File: src/rtl/uart_rx.sv
// uart_rx: 8N1 serial receiver with a 2-flop input synchronizer.
// Each bit is sampled at its centre: the start bit is confirmed half a bit
// after the falling edge, and each later bit is sampled one full bit after
// the previous sample. dout_rdy and frame_err are registered one-cycle pulses.
//
// Handshake: no backpressure. dout_rdy is a one-cycle valid strobe with no
// ready. The consumer must capture dout in that cycle. dout then holds until
// the next good frame overwrites it.
module uart_rx #(
    parameter int CLKS_PER_BIT = 868,
    parameter int DATA_BITS    = 8
) (
    input  logic                 clk,
    input  logic                 rst,
    input  logic                 rx,
    output logic [DATA_BITS-1:0] dout,
    output logic                 dout_rdy,
    output logic                 frame_err,
    output logic                 busy,
    output logic [2:0]           state_dbg
);

    localparam int CNT_W = $clog2(CLKS_PER_BIT);
    localparam logic [CNT_W-1:0] HALF_M1 = CNT_W'(CLKS_PER_BIT / 2 - 1);
    localparam logic [CNT_W-1:0] FULL_M1 = CNT_W'(CLKS_PER_BIT - 1);
    localparam logic [CNT_W-1:0] CNT_ONE = CNT_W'(1);

    typedef enum logic [2:0] {
        IDLE      = 3'd0,
        START     = 3'd1,
        DATA      = 3'd2,
        STOP      = 3'd3,
        WAIT_HIGH = 3'd4
    } state_t;

    state_t               state, state_nx;
    logic [CNT_W-1:0]     cnt, cnt_nx;
    logic [2:0]           idx, idx_nx;
    logic [DATA_BITS-1:0] shreg, shreg_nx;
    logic [DATA_BITS-1:0] dout_nx;
    logic                 rdy_nx, ferr_nx;
    logic                 rx_meta, rx_s;

    // Two-flop synchronizer; both flops reset to the idle-high line level.
    always_ff @(posedge clk or posedge rst) begin
        if (rst) begin
            rx_meta <= 1'b1;
            rx_s    <= 1'b1;
        end else begin
            rx_meta <= rx;
            rx_s    <= rx_meta;
        end
    end

    // State, counters, shift register and registered output pulses.
    always_ff @(posedge clk or posedge rst) begin
        if (rst) begin
            state     <= IDLE;
            cnt       <= '0;
            idx       <= '0;
            shreg     <= '0;
            dout      <= '0;
            dout_rdy  <= 1'b0;
            frame_err <= 1'b0;
        end else begin
            state     <= state_nx;
            cnt       <= cnt_nx;
            idx       <= idx_nx;
            shreg     <= shreg_nx;
            dout      <= dout_nx;
            dout_rdy  <= rdy_nx;
            frame_err <= ferr_nx;
        end
    end

    // Next-state logic. cnt only advances while timing a bit, and is cleared
    // on every state entry and every data sample, so it never exceeds FULL_M1.
    always_comb begin
        state_nx = state;
        cnt_nx   = cnt;
        idx_nx   = idx;
        shreg_nx = shreg;
        dout_nx  = dout;
        rdy_nx   = 1'b0;
        ferr_nx  = 1'b0;
        case (state)
            IDLE: begin
                cnt_nx = '0;
                if (!rx_s) begin
                    state_nx = START;
                end
            end
            START: begin
                if (cnt == HALF_M1) begin
                    cnt_nx = '0;
                    if (!rx_s) begin
                        state_nx = DATA;
                        idx_nx   = 3'd0;
                    end else begin
                        // Line went back high before mid-bit: a glitch.
                        state_nx = IDLE;
                    end
                end else begin
                    cnt_nx = cnt + CNT_ONE;
                end
            end
            DATA: begin
                if (cnt == FULL_M1) begin
                    cnt_nx        = '0;
                    shreg_nx[idx] = rx_s;
                    idx_nx        = idx + 3'd1;
                    if (idx == 3'd7) begin
                        state_nx = STOP;
                    end
                end else begin
                    cnt_nx = cnt + CNT_ONE;
                end
            end
            STOP: begin
                if (cnt == FULL_M1) begin
                    cnt_nx = '0;
                    if (rx_s) begin
                        dout_nx  = shreg;
                        rdy_nx   = 1'b1;
                        state_nx = IDLE;
                    end else begin
                        // Bad stop bit: report once, then wait out any break.
                        ferr_nx  = 1'b1;
                        state_nx = WAIT_HIGH;
                    end
                end else begin
                    cnt_nx = cnt + CNT_ONE;
                end
            end
            WAIT_HIGH: begin
                cnt_nx = '0;
                if (rx_s) begin
                    state_nx = IDLE;
                end
            end
            default: begin
                cnt_nx   = '0;
                state_nx = IDLE;
            end
        endcase
    end

    // Status and debug views of the FSM.
    always_comb begin
        busy      = (state != IDLE);
        state_dbg = state;
    end

endmodule

File: config.mk
export PLATFORM = sky130hd
export DESIGN_NAME = uart_rx
export DESIGN_NICKNAME = d
export VERILOG_FILES = /design/src/rtl/uart_rx.sv
export SDC_FILE = /design/constraint.sdc
export NUM_CORES = 1
export LEC_CHECK = 0
export CAP_MARGIN = 30
export CORE_MARGIN = 2
export CORE_UTILIZATION = 30
export DETAILED_ROUTE_END_ITERATION = 7
export HOLD_SLACK_MARGIN = 0.03
export MAX_ROUTING_LAYER = met4
export PLACE_DENSITY_LB_ADDON = 0.08
export SLEW_MARGIN = 10
export SYNTH_ARGS = -nofsm -noshare
export SYNTH_HDL_FRONTEND = slang
export SYNTH_SLANG_ARGS = --single-unit
export TNS_END_PERCENT = 100
File: constraint.sdc
create_clock -name clk -period 2.74 [get_ports clk]
set_clock_uncertainty 0.1 [all_clocks]
set_input_delay 0.274 -clock clk [delete_from_list [all_inputs] [get_ports clk]]
set_output_delay 0.274 -clock clk [all_outputs]
set_load 0.05 [all_outputs]
# Word level (Yosys, flattened, before mapping)
# Cells that the tools add are included.
# totals
regBits,36
wordCells,61
out_inout_bits,14
# classes
reduce_logical,9
eq_ne,14
magnitude_cmp,2
n_addsub,2
muxes,25
# op_table
cell,n
3-bit two-way mux,10
10-bit two-way mux,2
10-bit case mux with 2 select lines,1
3-bit case mux with 5 select lines,1
"2-bit inequality test, second input constant",7
"10-bit by 1-bit adder with 10-bit output, second input constant",1
"10-bit == test, second input constant",1
"10-bit by 9-bit == test with 1-bit output, second input constant",1
8-bit bitwise mux,1
1-bit two-way mux,7
"3-bit by 2-bit == test with 1-bit output, second input constant",2
"3-bit == test, second input constant",2
3-bit case mux with 2 select lines,1
6-bit AND reduction,1
"3-bit by 4-bit less-than comparator with 1-bit output, second input constant",1
4-bit AND reduction,1
"3-bit by 1-bit adder with 3-bit output, second input constant",1
1-bit demux with 3-bit select,1
"3-bit by 1-bit == test with 1-bit output, second input constant",1
"3-bit by 1-bit >= comparator with 1-bit output, second input constant",1
3-bit zero test,1
3-bit AND reduction,1
3-bit nonzero test,1
2-bit two-way mux,1
4 further kinds,4

# Logic depth before layout (Yosys ltp)
# logic_depth
word_depth,5
depth_mapped,6
ltp_nobuf,6

# Least setup slack after synthesis
# No wires, ideal clock.
# synth_path
path_type,flip-flop to flip-flop
start,register state[1] (netlist: state_dbg[1])
end,register shreg[1]
path_buffers,0
arrival_time_ps,1823
stages_incl_launch_ff,5
setup_time_ps,128
period_less_slack_ps,2050
path_slack_ps,690
path_cell_list,dfrtp_1 nor3b_2 nand4_2 nor4b_2 mux2_1
# synth_between
elab_chain_len,2
# synth_rtl
element,line,text
start: declaration,36,"state_t state, state_nx;"
start signal: assignment,66,state <= state_nx;
3-bit by 2-bit == test with 1-bit output,86,case (state)
2-bit AND reduction (no source line),-,
end signal: assignment,69,shreg <= shreg_nx;
end: declaration,39,"logic [DATA_BITS-1:0] shreg, shreg_nx;"
# No other way between the ends.
# A chain may end at the register's enable or synchronous reset.

# Worst setup path after layout
# layout_path
start,register state[0] (netlist: state_dbg[0])
end,output busy
# layout_between
elab_chain_len,1
# layout_rtl
element,line,text
3-bit nonzero test,150,busy = (state != IDLE);
end: declaration,19,"output logic busy,"
# No other way between the ends.

==> results_dict.tcl <==
set metrics [dict create \
    timing.critical_path.slowest_cell_delay_ns 0.70 \
    vdd.ir_drop.worst_uv 176 \
    placement.setup.worst_slack_ns 0.691 \
    gpl.final_weighted_congestion 0.786 \
    final_slew_viol_count 0 \
    number_of_enable_type_register_cells_in_the_synthesized_netlist 0 \
    setup_repair_after_global_routing_missed_its_margin "no" \
    cp-start-kind "flop" \
    net-switching-power_uw 199 \
    vias_per_cell 4.75 \
    drt.antenna.violating_nets 0 \
    layout.cells.most_common "dfrtp_1" \
    tritoncts "yes" \
    syn_to_final_growth_pct 17.5 \
    dominantRegCellSynth "dfrtp_1" \
    htreeDepth 2 \
    post-route-drc-count 0 \
    most-common-layout-cells "dfrtp_1 (34), clkdlybuf4s50_1 (16), nor3_1 (12), nand3_1 (10), nand2_1 (10)" \
    overall_via_count_from_detail_route 1164 \
    switching_share 0.197 \
    leak_uw 0.000917 \
    critPathMaxFanout 11 \
    yosysWarningCount 0 \
    clock_tree.buffer_depth 2 \
    result_of_the_run "finished clean" \
    design.die.area_sq_um 6600 \
    path_cells "or3_1, clkdlybuf4s50_1" \
    drt_iter0_drc 60 \
    cellInternalPower_uw 808 \
    clk_lat_worst_skew_ns 0.28 \
    tritoncts.num_buffers 5 \
    grt_pass1_vias 1132 \
    overflow 0 \
    finalInstanceArea_sq_um 2100 \
    cts.sinks 36 \
    post-synth-top-area-fraction 0.475 \
    core_area_sq_um 5850 \
    power.density_cell_area_nw_per_um2 479 \
    hpwlAfterDp_microns 2190 \
    worstPathArrival_ns 1.82 \
    max_freq_mhz 456 \
    antenna_found_initial 0 \
    clockRootBuffer "clkbuf_8" \
    yosysUniqueCellTypes 42 \
    drtPass1Iterations 4 \
    initial_utilization 0.306 \
    cts.reportedPaths.clkPinSlew_ns 0.07 \
    pwr-share-seq 0.534 \
    mappedNetlistNets 160 \
    first_pass_grt_wire_length_microns 5420 \
    power.share.combinational 0.015 \
    drive_above_1_share 0.194 \
    ys_seq_area_frac 0.505 \
    final_nets 176 \
    diodes 0 \
    hp-class "flop to flop" \
    rows 28 \
    yosys.area.top_type "dfrtp_1" \
    tns_ns 0 \
    fp.dieH_microns 81.3 \
    cp_top_family "buffers and inverters" \
    io_pins 17 \
    place.port_buffers 16 \
    synth.cell_area_sq_um 1790 \
    setup_slack_ns 0.545 \
    postSynthAreaPerCell_sq_um 11.7 \
    final_core_util 0.359 \
    post_cts_resized 0 \
    grtUsageTotal 0.112 \
    route.detailed.wl_per_inst_microns 13.2 \
    worst_path_bufs_invs 1 \
    cts_hold_buffers 0 \
    hold_ws_ns 0.256 \
    max-cap-violations 0 \
    synth.top_cells.by_area "dfrtp_1 (48%), mux2_4 (6.7%), mux2_1 (3.8%)" \
    final_report_hold_violation_count 0 \
    async_reset_ff_frac 1.00 \
    dieWidth_microns 81.3 \
    final_setup_viols 0 \
    share_clk_of_total_power 0.452 \
    tightest_slew_ns 0.520 \
    syn_inst 153 \
    max-slew-margin-rel 0.648 \
    postPlaceCellArea_sq_um 2000 \
    largest_net_degree_at_the_start_of_global_routing 37 \
    period_minus_ws_final_ns 2.19 \
    worst-endpoint-required_ns 2.37 \
    wirelength_microns 3230 \
    end_kind "primary output" \
    finalCritPeriodShare 0.801 \
    postCtsSetupBuffers 0 \
    criticalPathCategory "flop to primary output" \
    ys_seq_elements 36 \
    crit_slowest_cell "clkdlybuf4s50_1" \
]
-- synth_stat cells, types with 2 or more instances --
| master | number |
|---|---|
| a21oi_1 | 2 |
| a31oi_1 | 3 |
| buf_2 | 2 |
| clkbuf_1 | 3 |
| dfrtp_1 | 34 |
| dfstp_2 | 2 |
| ha_1 | 4 |
| inv_1 | 6 |
| mux2_1 | 6 |
| mux2_2 | 2 |
| mux2_4 | 8 |
| nand2_1 | 10 |
| nand3_1 | 10 |
| nand4_1 | 3 |
| nand4b_1 | 2 |
| nor2_1 | 9 |
| nor3_1 | 12 |
| nor4_1 | 3 |
| nor4b_2 | 2 |
| o21ai_0 | 2 |
| xnor2_1 | 6 |
| xor2_1 | 2 |
-- flip-flops by register name, indices dropped and copies added (netlist names) --
signal	cells
state_dbg	3
rx_s	1
dout	8
frame_err	1
shreg	8
dout_rdy	1
cnt	10
idx	3
rx_meta	1
-- worst register-to-register path: cells and delay by family (launching register included) --
family	cells	cell delay [ns]
adders and majority gates	1	0.24
DFF	1	0.39
muxes	1	0.34
and+or+nand+nor	3	0.86
-- through the flow --
step                      total power, uW  instances
after floorplan                       555        153
after global placement                563        237
after detailed placement              563        237
after CTS                            1020        245
after global routing                 1050        245
final                                1010        245
-- per-layer routing --
layer	global-route usage	part of all wire	wire, microns
met1	0.146	0.51	1660
met2	0.162	0.44	1410
met3	0.0367	0.040	129
met4	0.0407	0.013	41
met5	-	0	0
-- power groups by stage --
| stage | Sequential [uW] | Clock, uW | Combinational (uW) |
|---|---|---|---|
| after floorplan | 545 | 0 | 10.0 |
| after global placement | 548 | 0 | 15.7 |
| after detailed placement | 547 | 0 | 16.0 |
| after CTS | 537 | 471 | 16.0 |
| after global routing | 537 | 494 | 18.0 |
| final | 537 | 455 | 14.8 |
-- cell type report --
type | instances | area (sq um)
Timing Repair Buffer | 18 | 175
Clock inverter | 2 | 35.0
Clock buffer | 6 | 72.6
Sequential cell | 36 | 903
Inverter | 6 | 22.5
Multi-Input combinational cell | 102 | 801
Tap cell | 75 | 93.8
Fill cell | 559 | 3750
-- final timing paths --
path	from	end	slack (ns)	depth (start not counted)
min in group asynchronous	rst	shreg[6]	0.29	3
setup / recovery	state_dbg[0]	busy	0.55	2
hold reg to reg	rx_meta	rx_s	0.26	0
setup reg to reg	cnt[0]	shreg[1]	0.70	5
max in group asynchronous	rst	rx_s	1.90	3
hold / removal	rx_meta	rx_s	0.26	0
-- logic make-up after synthesis --
| logic type | share of synthesized area |
|---|---|
| adder cells (fa/ha/maj) | 0.0280 |
| buffers and inverters | 0.0482 |
| flip-flops | 0.505 |
| AO/OA/AOI/OAI | 0.0370 |
| AND/OR/NAND/NOR | 0.226 |
| multiplexers | 0.117 |
| XOR/XNOR | 0.0391 |
No activity file was read; power rests on OpenSTA's default activity.
